**src/rtl/ifetch_stage_pkg.sv**
```systemverilog
//------------------------------------------------------------------------------
// Module : dlx_fetch_pkg
// Brief  : Shared types and encodings for the DLX instruction-fetch stage.
// Rev    : 1.0 - initial release
//------------------------------------------------------------------------------
`default_nettype none

package dlx_fetch_pkg;

    typedef enum logic [1:0] {
        JT_NONE = 2'b00,
        JT_BR   = 2'b01,
        JT_J    = 2'b10,
        JT_JR   = 2'b11
    } jump_type_e;

    typedef enum logic [1:0] {
        REQ  = 2'd0,
        SKID = 2'd1,
        DROP = 2'd2
    } fetch_state_e;

    localparam logic [31:0] NOP_WORD  = 32'h0000_0000;
    localparam logic [5:0]  OP_RTYPE  = 6'h00;
    localparam logic [5:0]  OP_FRTYPE = 6'h01;

    // Field LSB positions in conventional [31:0] numbering (big-endian bit 0 is word[31]).
    localparam int OP_LSB  = 26;
    localparam int RS1_LSB = 21;
    localparam int RS2_LSB = 16;
    localparam int RD_LSB  = 11;
    localparam int IMM_LSB = 0;
    localparam int FN_LSB  = 0;

    typedef struct packed {
        logic [31:0] instr;
        logic [31:0] pcp4;
        logic        valid;
    } fetch_entry_t;

endpackage

`default_nettype wire

```
**src/rtl/ifetch_stage_if.sv**
```systemverilog
//------------------------------------------------------------------------------
// Module : ifetch_stage_if
// Brief  : Instruction-memory request/ready handshake between fetch and memory.
// Rev    : 1.0 - initial release
//------------------------------------------------------------------------------
`default_nettype none

interface ifetch_stage_if;
    logic        imem_req;
    logic [31:0] imem_addr;
    logic        imem_ready;
    logic [31:0] imem_rdata;

    modport master (output imem_req, output imem_addr, input imem_ready, input imem_rdata);
    modport slave  (input imem_req, input imem_addr, output imem_ready, output imem_rdata);
endinterface

`default_nettype wire

```
**src/rtl/ifetch_stage_target.sv**
```systemverilog
//------------------------------------------------------------------------------
// Module : fetch_target_calc
// Brief  : Combinational taken/target resolution for the instruction held by decode.
// Rev    : 1.0 - initial release
//------------------------------------------------------------------------------
`default_nettype none

module fetch_target_calc
    import dlx_fetch_pkg::*;
(
    input  wire logic [25:0] shadow_offs,
    input  wire logic [31:0] shadow_pcp4,
    input  wire logic [1:0]  jump_type,
    input  wire logic        branch_cond,
    input  wire logic        cond_src,
    input  wire logic [31:0] cond_val,
    input  wire logic        fp_cond,
    input  wire logic [31:0] jump_reg_val,
    output logic             taken,
    output logic [31:0]      target
);
    logic        cond_nz;
    logic [31:0] raw_target;

    always_comb begin
        cond_nz    = cond_src ? fp_cond : (|cond_val);
        taken      = 1'b0;
        raw_target = jump_reg_val;
        case (jump_type)
            JT_BR: begin
                taken      = (cond_nz == branch_cond);
                raw_target = shadow_pcp4 + {{16{shadow_offs[15]}}, shadow_offs[15:0]};
            end
            JT_J: begin
                taken      = 1'b1;
                raw_target = shadow_pcp4 + {{6{shadow_offs[25]}}, shadow_offs};
            end
            JT_JR: begin
                taken      = 1'b1;
                raw_target = jump_reg_val;
            end
            default: begin
                taken      = 1'b0;
                raw_target = jump_reg_val;
            end
        endcase
        // Instructions are word aligned; the two low address bits are never fetched.
        target = {raw_target[31:2], 2'b00};
    end
endmodule

`default_nettype wire

```
**src/rtl/ifetch_stage.sv**
```systemverilog
//------------------------------------------------------------------------------
// Module : ifetch_stage
// Brief  : PC owner, variable-latency imem handshake, one-deep buffer with skid.
// Rev    : 1.0 - initial release
//------------------------------------------------------------------------------
`default_nettype none

module ifetch_stage
    import dlx_fetch_pkg::*;
#(
    parameter logic [31:0] RESET_PC = 32'h0000_0000
) (
    input  wire logic        clk,
    input  wire logic        reset,
    input  wire logic        stall,
    input  wire logic [1:0]  JumpType,
    input  wire logic        BranchCond,
    input  wire logic        CondSrc,
    input  wire logic [31:0] CondVal,
    input  wire logic        FPCond,
    input  wire logic [31:0] JumpRegVal,
    ifetch_stage_if.master   imem,
    output logic [5:0]       NextOpCode,
    output logic [4:0]       NextRs1,
    output logic [4:0]       NextRs2,
    output logic [4:0]       NextRd,
    output logic [15:0]      NextImmd,
    output logic [5:0]       NextFunction,
    output logic [31:0]      NextPCPlusFour
);
    fetch_state_e state_q, state_d;
    logic [31:0]  pc_q, pc_d, drop_addr_q, drop_addr_d;
    fetch_entry_t buf_q, buf_d, skid_q, skid_d, shadow_q, shadow_d;

    logic        w_taken, w_redirect, w_consume, w_buf_free, w_present;
    logic [31:0] w_target, w_pc_plus4, w_word;

    fetch_target_calc u_target (
        .shadow_offs  (shadow_q.instr[25:0]),
        .shadow_pcp4  (shadow_q.pcp4),
        .jump_type    (JumpType),
        .branch_cond  (BranchCond),
        .cond_src     (CondSrc),
        .cond_val     (CondVal),
        .fp_cond      (FPCond),
        .jump_reg_val (JumpRegVal),
        .taken        (w_taken),
        .target       (w_target)
    );

    assign w_consume  = ~stall;
    assign w_redirect = w_consume & shadow_q.valid & w_taken;
    assign w_buf_free = ~buf_q.valid | w_consume;
    assign w_pc_plus4 = pc_q + 32'd4;

    always_comb begin
        state_d     = state_q;
        pc_d        = pc_q;
        drop_addr_d = drop_addr_q;
        buf_d       = buf_q;
        skid_d      = skid_q;
        shadow_d    = shadow_q;

        // Decode sees a squashed bubble on a redirect edge, so the shadow must too.
        if (w_consume) begin
            shadow_d = w_redirect ? '0 : buf_q;
            buf_d    = '0;
        end

        case (state_q)
            REQ: begin
                if (w_redirect) begin
                    pc_d  = w_target;
                    buf_d = '0;
                    if (!imem.imem_ready) begin
                        drop_addr_d = pc_q;
                        state_d     = DROP;
                    end
                end else if (imem.imem_ready) begin
                    pc_d = w_pc_plus4;
                    if (w_buf_free) begin
                        buf_d = '{instr: imem.imem_rdata, pcp4: w_pc_plus4, valid: 1'b1};
                    end else begin
                        skid_d  = '{instr: imem.imem_rdata, pcp4: w_pc_plus4, valid: 1'b1};
                        state_d = SKID;
                    end
                end
            end
            SKID: begin
                if (w_consume) begin
                    if (w_redirect) begin
                        buf_d = '0;
                        pc_d  = w_target;
                    end else begin
                        buf_d = skid_q;
                    end
                    skid_d  = '0;
                    state_d = REQ;
                end
            end
            DROP: begin
                if (w_redirect) begin
                    pc_d = w_target;
                end
                if (imem.imem_ready) begin
                    state_d = REQ;
                end
            end
            default: state_d = REQ;
        endcase
    end

    always_ff @(posedge clk or posedge reset) begin
        if (reset) begin
            state_q     <= REQ;
            pc_q        <= RESET_PC;
            drop_addr_q <= RESET_PC;
            buf_q       <= '0;
            skid_q      <= '0;
            shadow_q    <= '0;
        end else begin
            state_q     <= state_d;
            pc_q        <= pc_d;
            drop_addr_q <= drop_addr_d;
            buf_q       <= buf_d;
            skid_q      <= skid_d;
            shadow_q    <= shadow_d;
        end
    end

    assign imem.imem_req  = ~reset & (state_q != SKID);
    assign imem.imem_addr = (state_q == DROP) ? drop_addr_q : pc_q;

    assign w_present      = buf_q.valid & ~w_redirect;
    assign w_word         = w_present ? buf_q.instr : NOP_WORD;
    assign NextOpCode     = w_word[OP_LSB +: 6];
    assign NextRs1        = w_word[RS1_LSB +: 5];
    assign NextRs2        = w_word[RS2_LSB +: 5];
    assign NextRd         = ((w_word[OP_LSB +: 6] == OP_RTYPE) || (w_word[OP_LSB +: 6] == OP_FRTYPE))
                            ? w_word[RD_LSB +: 5] : w_word[RS2_LSB +: 5];
    assign NextImmd       = w_word[IMM_LSB +: 16];
    assign NextFunction   = w_word[FN_LSB +: 6];
    assign NextPCPlusFour = w_present ? buf_q.pcp4 : 32'd0;
endmodule

`default_nettype wire

```
**src/flat_wrapper.sv**
```systemverilog
// flat-port wrapper written by rule: the top's interface ports become plain ports
module ifetch_stage_flat import dlx_fetch_pkg::*;
#(
    parameter logic [31:0] RESET_PC = 32'h0000_0000
)
  (clk, reset, stall, JumpType, BranchCond, CondSrc, CondVal, FPCond, JumpRegVal, NextOpCode, NextRs1, NextRs2, NextRd, NextImmd, NextFunction, NextPCPlusFour, imem_imem_req, imem_imem_addr, imem_imem_ready, imem_imem_rdata);
  ifetch_stage_if imem_i ();
  input  wire logic clk;
  input  wire logic reset;
  input  wire logic stall;
  input  wire logic [1:0] JumpType;
  input  wire logic BranchCond;
  input  wire logic CondSrc;
  input  wire logic [31:0] CondVal;
  input  wire logic FPCond;
  input  wire logic [31:0] JumpRegVal;
  output logic [5:0] NextOpCode;
  output logic [4:0] NextRs1;
  output logic [4:0] NextRs2;
  output logic [4:0] NextRd;
  output logic [15:0] NextImmd;
  output logic [5:0] NextFunction;
  output logic [31:0] NextPCPlusFour;
  output wire logic [$bits(imem_i.imem_req)-1:0] imem_imem_req;
  output wire logic [$bits(imem_i.imem_addr)-1:0] imem_imem_addr;
  input wire logic [$bits(imem_i.imem_ready)-1:0] imem_imem_ready;
  input wire logic [$bits(imem_i.imem_rdata)-1:0] imem_imem_rdata;
  assign imem_imem_req = imem_i.imem_req;
  assign imem_imem_addr = imem_i.imem_addr;
  assign imem_i.imem_ready = imem_imem_ready;
  assign imem_i.imem_rdata = imem_imem_rdata;
  ifetch_stage #(.RESET_PC(RESET_PC)) u_core (.clk(clk), .reset(reset), .stall(stall), .JumpType(JumpType), .BranchCond(BranchCond), .CondSrc(CondSrc), .CondVal(CondVal), .FPCond(FPCond), .JumpRegVal(JumpRegVal), .imem(imem_i), .NextOpCode(NextOpCode), .NextRs1(NextRs1), .NextRs2(NextRs2), .NextRd(NextRd), .NextImmd(NextImmd), .NextFunction(NextFunction), .NextPCPlusFour(NextPCPlusFour));
endmodule
```
**config.mk**
```make
export PLATFORM = sky130hd
export DESIGN_NAME = ifetch_stage_flat
export DESIGN_NICKNAME = d
export VERILOG_FILES = /design/src/rtl/ifetch_stage_pkg.sv /design/src/rtl/ifetch_stage_if.sv /design/src/rtl/ifetch_stage_target.sv /design/src/rtl/ifetch_stage.sv /design/src/flat_wrapper.sv
export SDC_FILE = /design/constraint.sdc
export NUM_CORES = 1
export LEC_CHECK = 0
export CAP_MARGIN = 30
export CORE_MARGIN = 10
export CORE_UTILIZATION = 45
export DETAILED_ROUTE_END_ITERATION = 12
export PLACE_DENSITY = 0.78
export SETUP_SLACK_MARGIN = 0.02
export SKIP_CTS_REPAIR_TIMING = 1
export SYNTH_ARGS = -nofsm -noshare
export SYNTH_HDL_FRONTEND = slang
export SYNTH_SLANG_ARGS = --single-unit
```
**constraint.sdc**
```tcl
create_clock -name clk -period 12.2 [get_ports clk]
set_input_delay 2.44 -clock clk [delete_from_list [all_inputs] [get_ports clk]]
set_output_delay 2.44 -clock clk [all_outputs]
set_load 0.02 [all_outputs]
```
Yosys cells after proc, flatten, opt, wreduce, memory -nomap -nowiden. Cells that the tools add are included.

Register bits after elaboration: 255. Bits in latches: 0. Memory bits (writable): 0. Bits in read-only memories: 0. Input bits: 105. Output and inout port bits: 108. Word-level logic and storage cells: 84. Memories kept: 0.

Add/sub/neg operators: 3. Multiply operators: 0. Div/mod/pow operators: 0. Magnitude comparators: 0. Equality and inequality tests: 16. Shifts and indexed selects: 0. Muxes and demuxes: 32. Bitwise logic cells: 10. Reduce and logical (&&, ||, !) cells: 11.

Operator list (number): 65-bit 2-to-1 mux (10); 65-bit one-hot mux with 2 select lines (2); 32-bit 2-to-1 mux (7); 32-bit one-hot mux with 3 select lines (1); 32-bit adder (2); 32-bit one-hot mux with 2 select lines (1); 59-bit 2-to-1 mux (1); 32-bit by 3-bit adder with 32-bit output (second input constant) (1); 32-bit OR reduction (1); 2-bit 2-to-1 mux (6); 2-bit inequality test (second input constant) (5); 5-bit AND reduction (2); 2-bit == test (second input constant) (3); 6-bit by 1-bit == test with 1-bit output (second input constant) (1); 6-bit zero test (1); 3-bit by 2-bit inequality test with 1-bit output (second input constant) (2); 2-bit one-hot mux with 3 select lines (1); 3-bit AND reduction (2); 5-bit 2-to-1 mux (1); 1-bit inverter (5); 1-bit AND (4); 2-bit by 1-bit == test with 1-bit output (second input constant) (2); 3-bit inequality test (second input constant) (1); 3-bit nonzero test (1); other kinds (9) (9).

Longest topological paths before layout. Gate-level depths: netlist of run 1.

Depth after elaboration: 11. Depth in mapped cells: 15. Depth with buffers taken out: 13.

Modules after synthesis. A second synthesis of run 1 with hierarchy kept.

Cells, all modules: 1593. Area, all modules: 14594.0 µm².

By module, submodules not included: ifetch_stage (instances 1, cells each 1237, area an instance 12194.2 µm², seq. area each 6381.1 µm²); fetch_target_calc (instances 1, cells each 356, area an instance 2399.8 µm², seq. area each 0.0 µm²).

Least setup slack after synthesis of run 1. No wires, ideal clock.

Kind: input -> output. Start point: input JumpType[0]. End point: output NextImmd[0]. Data arrival time: 4.361 ns. Data required time: 9.760 ns. Path slack: 5.399 ns. Cell stages on the path: 10. Path buffers: 3. Cell sequence: inv_1 -> ha_1 -> nor3b_1 -> nand4_1 -> mux2_2 -> and3_1 -> clkbuf_1 -> clkbuf_1 -> and2_1 -> buf_4.

Cells in the longest elaborated chain, start to end: 7. Elaborated cells on any way between the ends: 9. Classes of those cells: eq/ne (3); mux (2); bitwise (3); reduce/logical (1).

RTL lines: start: declaration (RTL line flat_wrapper.sv:11) `input wire logic [1:0] JumpType;`; 2-bit == test (RTL line ifetch_stage_target.sv:29) `case (jump_type)`; 2-bit OR reduction (no source line); 1-bit one-hot mux with 2 select lines (*) (RTL line ifetch_stage_target.sv:29); 1-bit AND (*) (RTL line ifetch_stage.sv:52) `assign w_redirect = w_consume & shadow_q.valid & w_taken;`; 1-bit inverter (*) (RTL line ifetch_stage.sv:134) `assign w_present = buf_q.valid & ~w_redirect;`; 1-bit AND (*) (RTL line ifetch_stage.sv:134); 32-bit 2-to-1 mux (*) (RTL line ifetch_stage.sv:135) `assign w_word = w_present ? buf_q.instr : NOP_WORD;`; end: declaration (RTL line flat_wrapper.sv:21) `output logic [15:0] NextImmd;`.

Mark *: on every way between the ends. The rest lies on a longest branch, timed or not.

Final worst setup path of run 1.
Start point: input JumpType[0]. End point: output NextRd[3].

Cells in the longest elaborated chain, start to end: 10. Elaborated cells on any way between the ends: 13. Classes of those cells: eq/ne (4); mux (3); bitwise (3); reduce/logical (3).

RTL lines: 2-bit == test (RTL line ifetch_stage_target.sv:29); 2-bit OR reduction (no source line); 1-bit one-hot mux with 2 select lines (*) (RTL line ifetch_stage_target.sv:29); 1-bit AND (*) (RTL line ifetch_stage.sv:52); 1-bit inverter (*) (RTL line ifetch_stage.sv:134); 1-bit AND (*) (RTL line ifetch_stage.sv:134); 32-bit 2-to-1 mux (*) (RTL line ifetch_stage.sv:135); 6-bit by 1-bit == test with 1-bit output / 6-bit zero test (equally long branches) (RTL line ifetch_stage.sv:139) `assign NextRd = ((w_word[OP_LSB +: 6] == OP_RTYPE) || (w_word[OP_LSB +: 6] == OP_FRTYPE))`; 1-bit logical OR (RTL line ifetch_stage.sv:139); 5-bit 2-to-1 mux (*) (RTL line ifetch_stage.sv:140) `? w_word[RD_LSB +: 5] : w_word[RS2_LSB +: 5];`; end: declaration (RTL line flat_wrapper.sv:20) `output logic [4:0] NextRd;`.

Marks and branches as above.

==> insert_results.sql, run 1 <==
INSERT INTO impl_metrics (metric_group, metric, value, unit) VALUES
('sta', 'clock-skew-final', '16.93', 'ps'),
('sta', 'final-setup-viol-count', '0', ''),
('sta', 'clock.fmax', '116.4', 'MHz'),
('detailed_routing', 'post_detailed_routing_wire_length', '44520', 'µm'),
('synthesis', 'synth-seq-cells', '250', ''),
('clocking', 'clk_path_buf_depth', '3', ''),
('cells_and_area', 'final_cell_count_no_fill', '2135', ''),
('floorplanning', 'row_count', '65', ''),
('sta', 'timing_max_transition_violations_final', '0', ''),
('clocking', 'clk_pin_slew_worst_paths', '60', 'ps'),
('sta', 'relSlewSlack', '0.3336', ''),
('clocking', 'worst_skew_pair.late_latency', '540', 'ps'),
('place', 'post_dp_cell_area', '0.01660', 'mm²'),
('clocking', 'tritoncts.num_buffers', '27', ''),
('flow_run', 'max_cap_violations', '0', ''),
('place', 'placed_cells', '2090', ''),
('sta', 'grt_setup_unrepaired', 'false', ''),
('sta', 'min_period', '8592', 'ps'),
('floorplanning', 'dieHeight', '198.1', 'µm'),
('cells_and_area', 'multiInputGateArea', '0.007443', 'mm²'),
('worst_setup_path', 'worstPathArrival', '6150', 'ps'),
('clocking', 'number_of_clock_sinks', '250', ''),
('detailed_routing', 'drtAntennaViolNets', '0', ''),
('pwr', 'power.density_cell_area', '268.5', 'mW/mm²'),
('synthesis', 'async_reset_ff_frac', '1.000', ''),
('detailed_routing', 'drt_first_iter_violations', '1165', ''),
('floorplanning', 'die_x', '198.1', 'µm'),
('global_route', 'grt_antenna_before_repair', '0', ''),
('synthesis', 'synth.top_cell.area_share', '0.4382', ''),
('clocking', 'ctsHtreeMaxLevel', '1', ''),
('pwr', 'ir_worst_vdd', '0.0001363', 'V'),
('global_route', 'first_pass_grt_wire_length', '70580', 'µm'),
('synthesis', 'synth_commonest_cells', 'nand2_1, dfrtp_1, o21ai_0', ''),
('synthesis', 'mean_post_synth_cell_area', '9.018', 'µm²'),
('pwr', 'p_total', '4.692', 'mW'),
('global_route', 'via_count_of_the_first_global_routing_pass', '12440', ''),
('global_route', 'grt.total_usage', '0.2220', ''),
('synthesis', 'yosysMostFrequentCell', 'nand2_1', ''),
('synthesis', 'synth_edf_count', '0', ''),
('cells_and_area', 'synthToLayoutAreaGrowth', '22.40', '%'),
('worst_setup_path', 'worstPathRequired', '9760', 'ps'),
('synthesis', 'synth_seq_area_share', '0.4382', ''),
('floorplanning', 'die_area', '0.03925', 'mm²'),
('place', 'port-buffer-count', '208', ''),
('synthesis', 'synth_flop_cell', 'dfrtp_1', ''),
('cells_and_area', 'fin_nets', '1861', ''),
('sta', 'totalNegativeSetupSlack', '0', 'ps'),
('synthesis', 'synth.distinct_cells', '62', ''),
('clocking', 'cts_tree', 'yes', ''),
('detailed_routing', 'routed_wire_length_per_instance', '20.85', 'µm'),
('floorplanning', 'design.core.area', '0.03139', 'mm²'),
('worst_hold_path', 'min-delay-path-class', 'flip-flop to flip-flop', ''),
('detailed_routing', 'total_drc_errors_in_the_routed_layout', '0', ''),
('worst_setup_path', 'critPathLaunch', 'JumpType[0]', ''),
('floorplanning', 'floorplan.initialDensity', '0.4548', ''),
('sta', 'finalCritPeriodShare', '0.7043', ''),
('sta', 'finalHoldViolations', '0', ''),
('worst_setup_path', 'worstReg2RegStart', 'u_core.state_q[1]', ''),
('run_status', 'run_status', 'finished, final reports clean', ''),
('worst_setup_path', 'category_of_the_worst_setup_path_capture_point', 'output port', ''),
('detailed_routing', 'avgViaCountPerCell', '5.919', ''),
('synthesis', 'synth_top_cells_by_area', 'dfrtp_1, nand2_1, o21ai_0', ''),
('cells_and_area', 'sequential_cell_area', '0.006256', 'mm²'),
('sta', 'worst_margin_pin_slew', '999.6', 'ps'),
('synthesis', 'yosys.area.top_type', 'dfrtp_1', ''),
('floorplanning', 'boundaryPins', '213', ''),
('cells_and_area', 'final_design_area_no_fill', '0.01747', 'mm²'),
('place', 'place_congestion', '0.9270', ''),
('worst_setup_path', 'path_class', 'primary input to output port', ''),
('worst_hold_path', 'worst_hold_startpoint', 'u_core.skid_q[12]', ''),
('synthesis', 'mapped_area', '0.01428', 'mm²');
==> flip-flops by register name (all words and copies together) (netlist names) <==
name                count
u_core.state_q          2
u_core.buf_q           65
u_core.shadow_q        59
u_core.drop_addr_q     30
u_core.skid_q          64
u_core.pc_q            30
==> worst max-delay path, cell delays in order <==
cell	delay, ps
clkdlybuf4s50_1	510
inv_1	80
ha_1	200
nor3b_1	450
o21a_1	340
a21oi_1	110
and3_2	430
buf_4	330
o21ai_1	300
mux2_2	390
clkdlybuf4s50_1	550
==> through the flow <==
step | hold slack [ps] | worst slack, ps | util
finish | 480.5 | 3608 | 0.5566
global route | 503.9 | 3352 | 0.5566
CTS | 485.5 | 3551 | 0.5566
detailed placement | 471.5 | 3559 | 0.5289
global placement | 462.6 | 3665 | 0.5269
floorplan | 449.3 | 2888 | -
==> report_power, final <==
group          switching, mW  internal (mW)
combinational           1.35          0.999
clock                  0.344          0.480
sequential             0.330           1.19
total                   2.03           2.66
==> metal layers <==
layer | track usage | up-vias | wire length, µm
met1 | 0.3153 | 6209 | 20680
met3 | 0.04481 | 66 | 3279
met5 | 0 | - | 0
met2 | 0.3374 | 487 | 19560
li1 | - | 5874 | -
met4 | 0.05638 | 0 | 995
==> final timing paths <==
check	endpoint	slack, ps	depth (start not counted)
max	NextRd[3]	3610	11
min	u_core.skid_q[12]	480	2
max reg2reg	u_core.buf_q[33]	8630	8
min reg2reg	u_core.skid_q[12]	480	2
max in group asynchronous	u_core.shadow_q[46]	7880	5
min in group asynchronous	u_core.shadow_q[0]	2410	2
==> layout by cell type (no fill, tap or decap), types with 9 or more instances in the layout <==
cell type / n
dfrtp_1: 250
a22oi_1: 54
a221o_1: 26
a211oi_1: 20
mux2_2: 63
nand3_1: 34
a21o_1: 26
inv_1: 27
nor4_1: 9
nand2b_1: 11
o21ai_0: 162
nor2b_1: 37
clkbuf_16: 27
clkdlybuf4s50_1: 207
buf_4: 20
a22o_1: 37
xnor2_1: 30
nand2_1: 266
nor3_1: 23
ha_1: 39
xor2_1: 25
and2_1: 70
a21oi_1: 51
nand4_1: 15
nor2_1: 74
==> cells by family after synthesis <==
logic type / share of synthesized area
buf+inv: 0.04417
other cells: 0.0002627
simple gates: 0.1878
fa+ha+maj: 0.03418
xor+xnor: 0.03374
flops: 0.4382
mux: 0.05460
compound gates: 0.2070
==> layout make-up <==
cell class | instances | area share
Timing Repair Buffer | 230 | 0.1307
Sequential cell | 250 | 0.3580
Clock buffer | 35 | 0.04382
Inverter | 29 | 0.006659
Multi-Input combinational cell | 1179 | 0.4260
Clock inverter | 10 | 0.006015
Tap cell | 402 | 0.02878
No activity file was read; power rests on OpenSTA's default activity.
==> inputs of run 2 (changes only) <==
clock period = 8 ns   (was 12.2 ns; I/O delays follow)
==> run 2 against run 1 <==
Effect of this change: first-iteration DRC count increased by 12%; largest power group unchanged; cell count about the same; cell area up 0.24%; utilization grew 0.13 points; sequential share of layout area fell by 0.084 points.
==> insert_results.sql, run 2 (synthesis results as in run 1) <==
INSERT INTO impl_metrics (metric_group, metric, value, unit) VALUES
('place', 'port-buffer-count', '208', ''),
('cells_and_area', 'final_design_area_no_fill', '0.01752', 'mm²'),
('sta', 'relSlewSlack', '0.2699', ''),
('detailed_routing', 'drt_first_iter_violations', '1304', ''),
('cells_and_area', 'largest_reg_flops', '65', ''),
('floorplanning', 'die_x', '198.1', 'µm'),
('worst_hold_path', 'min_delay_worst_endpoint', 'u_core.shadow_q[54]', ''),
('clocking', 'clock-root-buffer', 'clkbuf_16', ''),
('global_route', 'gr-total-overflow', '0', ''),
('worst_setup_path', 'startpoint_type', 'primary input', ''),
('global_route', 'first_pass_grt_wire_length', '70350', 'µm'),
('floorplanning', 'design.core.area', '0.03139', 'mm²'),
('cells_and_area', 'largest_registers', 'u_core.buf_q (65), u_core.skid_q (64), u_core.shadow_q (59)', ''),
('worst_setup_path', 'category_of_the_worst_setup_path_capture_point', 'output port', ''),
('clocking', 'tritoncts.num_buffers', '27', ''),
('flow_run', 'max_cap_violations', '0', ''),
('global_route', 'grt_antenna_before_repair', '2', ''),
('pwr', 'ir_worst_vdd', '0.0002242', 'V'),
('pwr', 'power_leakage', '7.638', 'nW'),
('cells_and_area', 'regMostFlops', 'u_core.buf_q', ''),
('clocking', 'clk_path_buf_depth', '3', ''),
('place', 'dp.final_hpwl', '31020', 'µm'),
('cells_and_area', 'fin_nets', '1862', ''),
('worst_setup_path', 'worstReg2RegStart', 'u_core.shadow_q[45]', ''),
('worst_setup_path', 'worstPathRequired', '6400', 'ps'),
('clocking', 'ctsHtreeMaxLevel', '1', ''),
('global_route', 'largest_net_degree_at_the_start_of_global_routing', '143', ''),
('cells_and_area', 'post_route_utilization', '0.5580', ''),
('floorplanning', 'die_area', '0.03925', 'mm²'),
('floorplanning', 'dieHeight', '198.1', 'µm'),
('cells_and_area', 'fillerInstances', '2711', ''),
('worst_setup_path', 'worst_r2r_path_depth', '9', ''),
('worst_setup_path', 'critical_path.reg2reg.endpoint', 'u_core.pc_q[20]', ''),
('cells_and_area', 'synthToLayoutAreaGrowth', '22.69', '%'),
('worst_hold_path', 'worst_hold_startpoint', 'u_core.shadow_q[54]', ''),
('floorplanning', 'boundaryPins', '213', ''),
('place', 'placed_cells', '2090', ''),
('detailed_routing', 'via_count', '12730', ''),
('floorplanning', 'floorplan.initialDensity', '0.4548', ''),
('clocking', 'worst_skew_pair.late_latency', '540', 'ps'),
('sta', 'clock-skew-final', '15.52', 'ps'),
('worst_setup_path', 'critPathMaxFanout', '38', ''),
('worst_hold_path', 'min-delay-path-class', 'flip-flop to flip-flop', ''),
('detailed_routing', 'detail_route.first_pass.iterations', '6', ''),
('worst_hold_path', 'hold_depth', '2', ''),
('worst_setup_path', 'path_class', 'primary input to output port', ''),
('detailed_routing', 'post_detailed_routing_wire_length', '44680', 'µm'),
('worst_setup_path', 'worstPathArrival', '4960', 'ps'),
('detailed_routing', 'avgViaCountPerCell', '5.955', ''),
('global_route', 'via_count_of_the_first_global_routing_pass', '12510', ''),
('run_status', 'run_status', 'finished, final reports clean', ''),
('pwr', 'power.density_cell_area', '408.2', 'mW/mm²'),
('cells_and_area', 'final_cell_mix', 'nand2_1, dfrtp_1, clkdlybuf4s50_1', ''),
('cells_and_area', 'fraction_of_layout_cells_with_a_size_suffix_above_1', '0.08818', ''),
('clocking', 'clk_pin_slew_worst_paths', '60', 'ps'),
('place', 'place_congestion', '0.9208', ''),
('sta', 'finalHoldViolations', '0', ''),
('detailed_routing', 'drtAntennaViolNets', '0', ''),
('cells_and_area', 'antennaDiodeCount', '0', ''),
('sta', 'finalCritPeriodShare', '0.8196', ''),
('cells_and_area', 'layout.cells.most_common', 'nand2_1', ''),
('global_route', 'grt.total_usage', '0.2215', ''),
('sta', 'final-setup-viol-count', '0', ''),
('clocking', 'cts_tree', 'yes', ''),
('floorplanning', 'row_count', '65', ''),
('detailed_routing', 'routed_wire_length_per_instance', '20.91', 'µm'),
('detailed_routing', 'total_drc_errors_in_the_routed_layout', '0', ''),
('sta', 'clock.fmax', '152.5', 'MHz'),
('place', 'post_dp_cell_area', '0.01663', 'mm²'),
('sta', 'min_period', '6556', 'ps'),
('sta', 'totalNegativeSetupSlack', '0', 'ps'),
('sta', 'grt_setup_unrepaired', 'false', ''),
('worst_setup_path', 'ff2ff_setup_slack', '4360', 'ps'),
('sta', 'timing_max_transition_violations_final', '0', ''),
('cells_and_area', 'final_cell_count_no_fill', '2137', ''),
('sta', 'worst_margin_pin_slew', '1093', 'ps'),
('clocking', 'number_of_clock_sinks', '250', '');
run 2: cell types whose count changed in the layout (fill, tap and decap cells not counted), sizes merged:
| cell | change |
|---|---|
| buf | +1 |
| clkbuf | +5 |
| bufinv | -1 |
| clkinv | -3 |
run 2: worst max-delay path by stage:
stage / from / cells past startpoint / to / slack (ps)
2_1_floorplan: JumpType[0] / 10 / NextImmd[0] / 2880
3_3_place_gp: JumpType[0] / 9 / NextRs1[3] / 1550
3_5_place_dp: JumpType[0] / 9 / NextRs1[3] / 1490
4_1_cts: JumpType[0] / 9 / NextRs1[3] / 1470
5_1_grt: JumpType[1] / 10 / NextRd[1] / 1270
6_report: JumpType[0] / 9 / NextRs1[1] / 1440
run 2: final cells by class:
type | count | area [µm²] | area share
clock buffer | 40 | 794.5 | 0.04536
clock inverter | 6 | 61.31 | 0.003500
inverter | 29 | 112.6 | 0.006429
multi-input combinational | 1179 | 7443 | 0.4250
sequential | 250 | 6256 | 0.3572
tap | 402 | 503.0 | 0.02872
timing repair buffer | 231 | 2345 | 0.1339
run 2: power breakdown:
group          switching, mW  total, mW  internal (mW)  leakage, nW
clock network          0.515       1.23          0.714        0.421
registers              0.509       2.32           1.81         3.17
logic                   2.08       3.61           1.53         4.05
run 2: stage by stage:
step	hold WS [ps]	total power, mW	setup WS, ps
3_5_place_dp	471.5	5.866	1490
4_1_cts	485.2	7.121	1471
6_report	485.8	7.150	1444
3_3_place_gp	455.1	5.736	1549
5_1_grt	505.2	7.590	1270
2_1_floorplan	449.3	4.522	2879
run 2: routing by layer:
layer  vias up  global-route usage  share of wire
li1       5874                   -              -
met1      6196              0.3106           0.45
met2       580              0.3341           0.44
met3        73             0.05551          0.091
met4         2             0.05467          0.022
met5         -                   0        0.00029
run 2: worst max-delay path: stages:
cell             delay (ps)
clkdlybuf4s50_1         510
inv_1                    70
ha_1                    370
o21a_1                  330
a21oi_1                 200
and3_2                  510
buf_4                   460
and2_1                  250
clkdlybuf4s50_1         640
==> inputs of run 3 (changes only) <==
PLACE_DENSITY = 0.81   (was 0.78)
clock period = 5.65 ns   (was 8 ns; I/O delays follow)
==> run 3 against run 2 <==
Effect of this change: global-route usage decreased by 0.21 points; critical path depth increased by 1; largest power group unchanged; cell area increased by 0.38%; worst hold slack got worse by 2.6 ps; cell count increased by 0.23%; clock power increased by 49%; largest cell class unchanged; non-clock buffer count increased by 1; first-iteration DRC count decreased by 2.4%; register-to-register slack got worse by 2200 ps; via count about the same.
==> insert_results.sql, run 3 (synthesis results as in run 1) <==
INSERT INTO impl_metrics (metric_group, metric, value, unit) VALUES
('pwr', 'ir_worst_vdd', '0.0003000', 'V'),
('sta', 'worst_margin_pin_slew', '1046', 'ps'),
('floorplanning', 'die_x', '198.1', 'µm'),
('detailed_routing', 'routed_wire_length_per_instance', '20.37', 'µm'),
('global_route', 'grt.total_usage', '0.2194', ''),
('cells_and_area', 'final_cell_mix', 'nand2_1, dfrtp_1, clkdlybuf4s50_1', ''),
('floorplanning', 'floorplan.initialDensity', '0.4548', ''),
('sta', 'final-setup-viol-count', '0', ''),
('worst_setup_path', 'worstReg2RegStart', 'u_core.shadow_q[45]', ''),
('sta', 'finalHoldViolations', '0', ''),
('clocking', 'tritoncts.num_buffers', '27', ''),
('detailed_routing', 'drt_first_iter_violations', '1273', ''),
('global_route', 'first_pass_grt_wire_length', '69860', 'µm'),
('floorplanning', 'die_area', '0.03925', 'mm²'),
('worst_hold_path', 'worst_hold_startpoint', 'u_core.skid_q[3]', ''),
('global_route', 'largest_net_degree_at_the_start_of_global_routing', '176', ''),
('detailed_routing', 'drtAntennaViolNets', '0', ''),
('sta', 'final.setup.worst_slack', '207.1', 'ps'),
('global_route', 'gr-total-overflow', '0', ''),
('clocking', 'clock-root-buffer', 'clkbuf_16', ''),
('cells_and_area', 'largest_registers', 'u_core.buf_q (65), u_core.skid_q (64), u_core.shadow_q (59)', ''),
('sta', 'finalCritPeriodShare', '0.9633', ''),
('clocking', 'worst_skew_pair.late_latency', '540', 'ps'),
('pwr', 'power_leakage', '7.676', 'nW'),
('floorplanning', 'dieHeight', '198.1', 'µm'),
('place', 'port-buffer-count', '208', ''),
('sta', 'timing_max_transition_violations_final', '0', ''),
('clocking', 'number_of_clock_sinks', '250', ''),
('global_route', 'via_count_of_the_first_global_routing_pass', '12540', ''),
('sta', 'holdWs', '483.2', 'ps'),
('floorplanning', 'boundaryPins', '213', ''),
('cells_and_area', 'fillerInstances', '2720', ''),
('clocking', 'clk_path_buf_depth', '3', ''),
('worst_setup_path', 'critPathMaxFanout', '22', ''),
('worst_setup_path', 'critPathLaunch', 'JumpType[0]', ''),
('sta', 'grt_setup_unrepaired', 'false', ''),
('sta', 'relSlewSlack', '0.3026', ''),
('worst_setup_path', 'path_class', 'primary input to output port', ''),
('sta', 'min_period', '5443', 'ps'),
('clocking', 'clk_pin_slew_worst_paths', '60', 'ps'),
('sta', 'clock-skew-final', '7.575', 'ps'),
('worst_setup_path', 'category_of_the_worst_setup_path_capture_point', 'output port', ''),
('floorplanning', 'row_count', '65', ''),
('cells_and_area', 'fin_nets', '1863', ''),
('floorplanning', 'design.core.area', '0.03139', 'mm²'),
('cells_and_area', 'layout.cells.most_common', 'nand2_1', ''),
('sta', 'clock.fmax', '183.7', 'MHz'),
('detailed_routing', 'post_detailed_routing_wire_length', '43630', 'µm'),
('global_route', 'grt_antenna_before_repair', '2', ''),
('cells_and_area', 'regMostFlops', 'u_core.buf_q', ''),
('detailed_routing', 'via_count', '12740', ''),
('worst_setup_path', 'worstPathArrival', '4310', 'ps'),
('flow_run', 'max_cap_violations', '0', ''),
('cells_and_area', 'synthToLayoutAreaGrowth', '23.16', '%'),
('clocking', 'ctsHtreeMaxLevel', '1', ''),
('cells_and_area', 'fraction_of_layout_cells_with_a_size_suffix_above_1', '0.09028', ''),
('worst_hold_path', 'min-delay-path-class', 'flip-flop to flip-flop', ''),
('clocking', 'cts_tree', 'yes', ''),
('worst_setup_path', 'startpoint_type', 'primary input', ''),
('place', 'post-place-ws', '41.20', 'ps'),
('detailed_routing', 'avgViaCountPerCell', '5.945', ''),
('detailed_routing', 'total_drc_errors_in_the_routed_layout', '0', ''),
('place', 'dp.final_hpwl', '30430', 'µm'),
('worst_setup_path', 'worstPathRequired', '4520', 'ps'),
('pwr', 'p_total', '10.17', 'mW'),
('run_status', 'run_status', 'finished, final reports clean', ''),
('place', 'place_congestion', '0.9136', ''),
('pwr', 'power.density_cell_area', '578.2', 'mW/mm²'),
('cells_and_area', 'largest_reg_flops', '65', ''),
('detailed_routing', 'detail_route.first_pass.iterations', '7', ''),
('sta', 'totalNegativeSetupSlack', '0', 'ps');
==> run 3: metrics by stage <==
stage | std cells | cell area (µm²) | util
3_5_place_dp | 2091 | 16630 | 0.5299
5_1_grt | 2141 | 17580 | 0.5600
4_1_cts | 2140 | 17550 | 0.5589
6_report | 2142 | 17580 | 0.5601
3_3_place_gp | 2088 | 16580 | 0.5282
2_1_floorplan | 1584 | 14280 | -
==> run 3: final cells by class <==
class	instances	area, µm²	area share
multi-input combinational	1179	7448	0.4236
sequential	250	6256	0.3558
timing repair buffer	232	2347	0.1335
clock buffer	40	784.5	0.04462
tap	402	503.0	0.02861
clock inverter	9	127.6	0.007259
inverter	29	112.6	0.006405
antenna	1	2.502	0.0001423
==> run 3: path summary, 6_finish.rpt <==
check                      depth (start not counted)  slack, ps          endpoint
max in group asynchronous                          3       3700   u_core.buf_q[0]
hold / removal                                     2        480  u_core.skid_q[3]
setup reg to reg                                   9       2170   u_core.pc_q[23]
setup / recovery                                  10        210         NextRd[2]
min in group asynchronous                          4       1180   u_core.buf_q[4]
hold reg to reg                                    2        480  u_core.skid_q[3]
==> run 3: per-layer routing <==
metal,global-route usage,share of wire,vias up
li1,-,-,5891
met1,0.3055,0.44,6219
met2,0.3351,0.45,549
met3,0.05076,0.091,76
met4,0.05752,0.025,0
met5,0,0,-
==> run 3: where the power goes <==
group	switching (mW)	internal, mW	total (mW)
clock network	0.732	1.10	1.83
registers	0.732	2.56	3.29
logic	2.89	2.16	5.05
total	4.35	5.82	10.2
==> run 3: critical path, cell delays in order <==
cell             delay (ps)
clkdlybuf4s50_1         510
inv_1                    70
ha_1                    200
nor3b_2                 320
o21a_1                  320
a21oi_1                 140
and3_2                  370
o21ai_1                 300
mux2_2                  390
clkdlybuf4s50_1         550
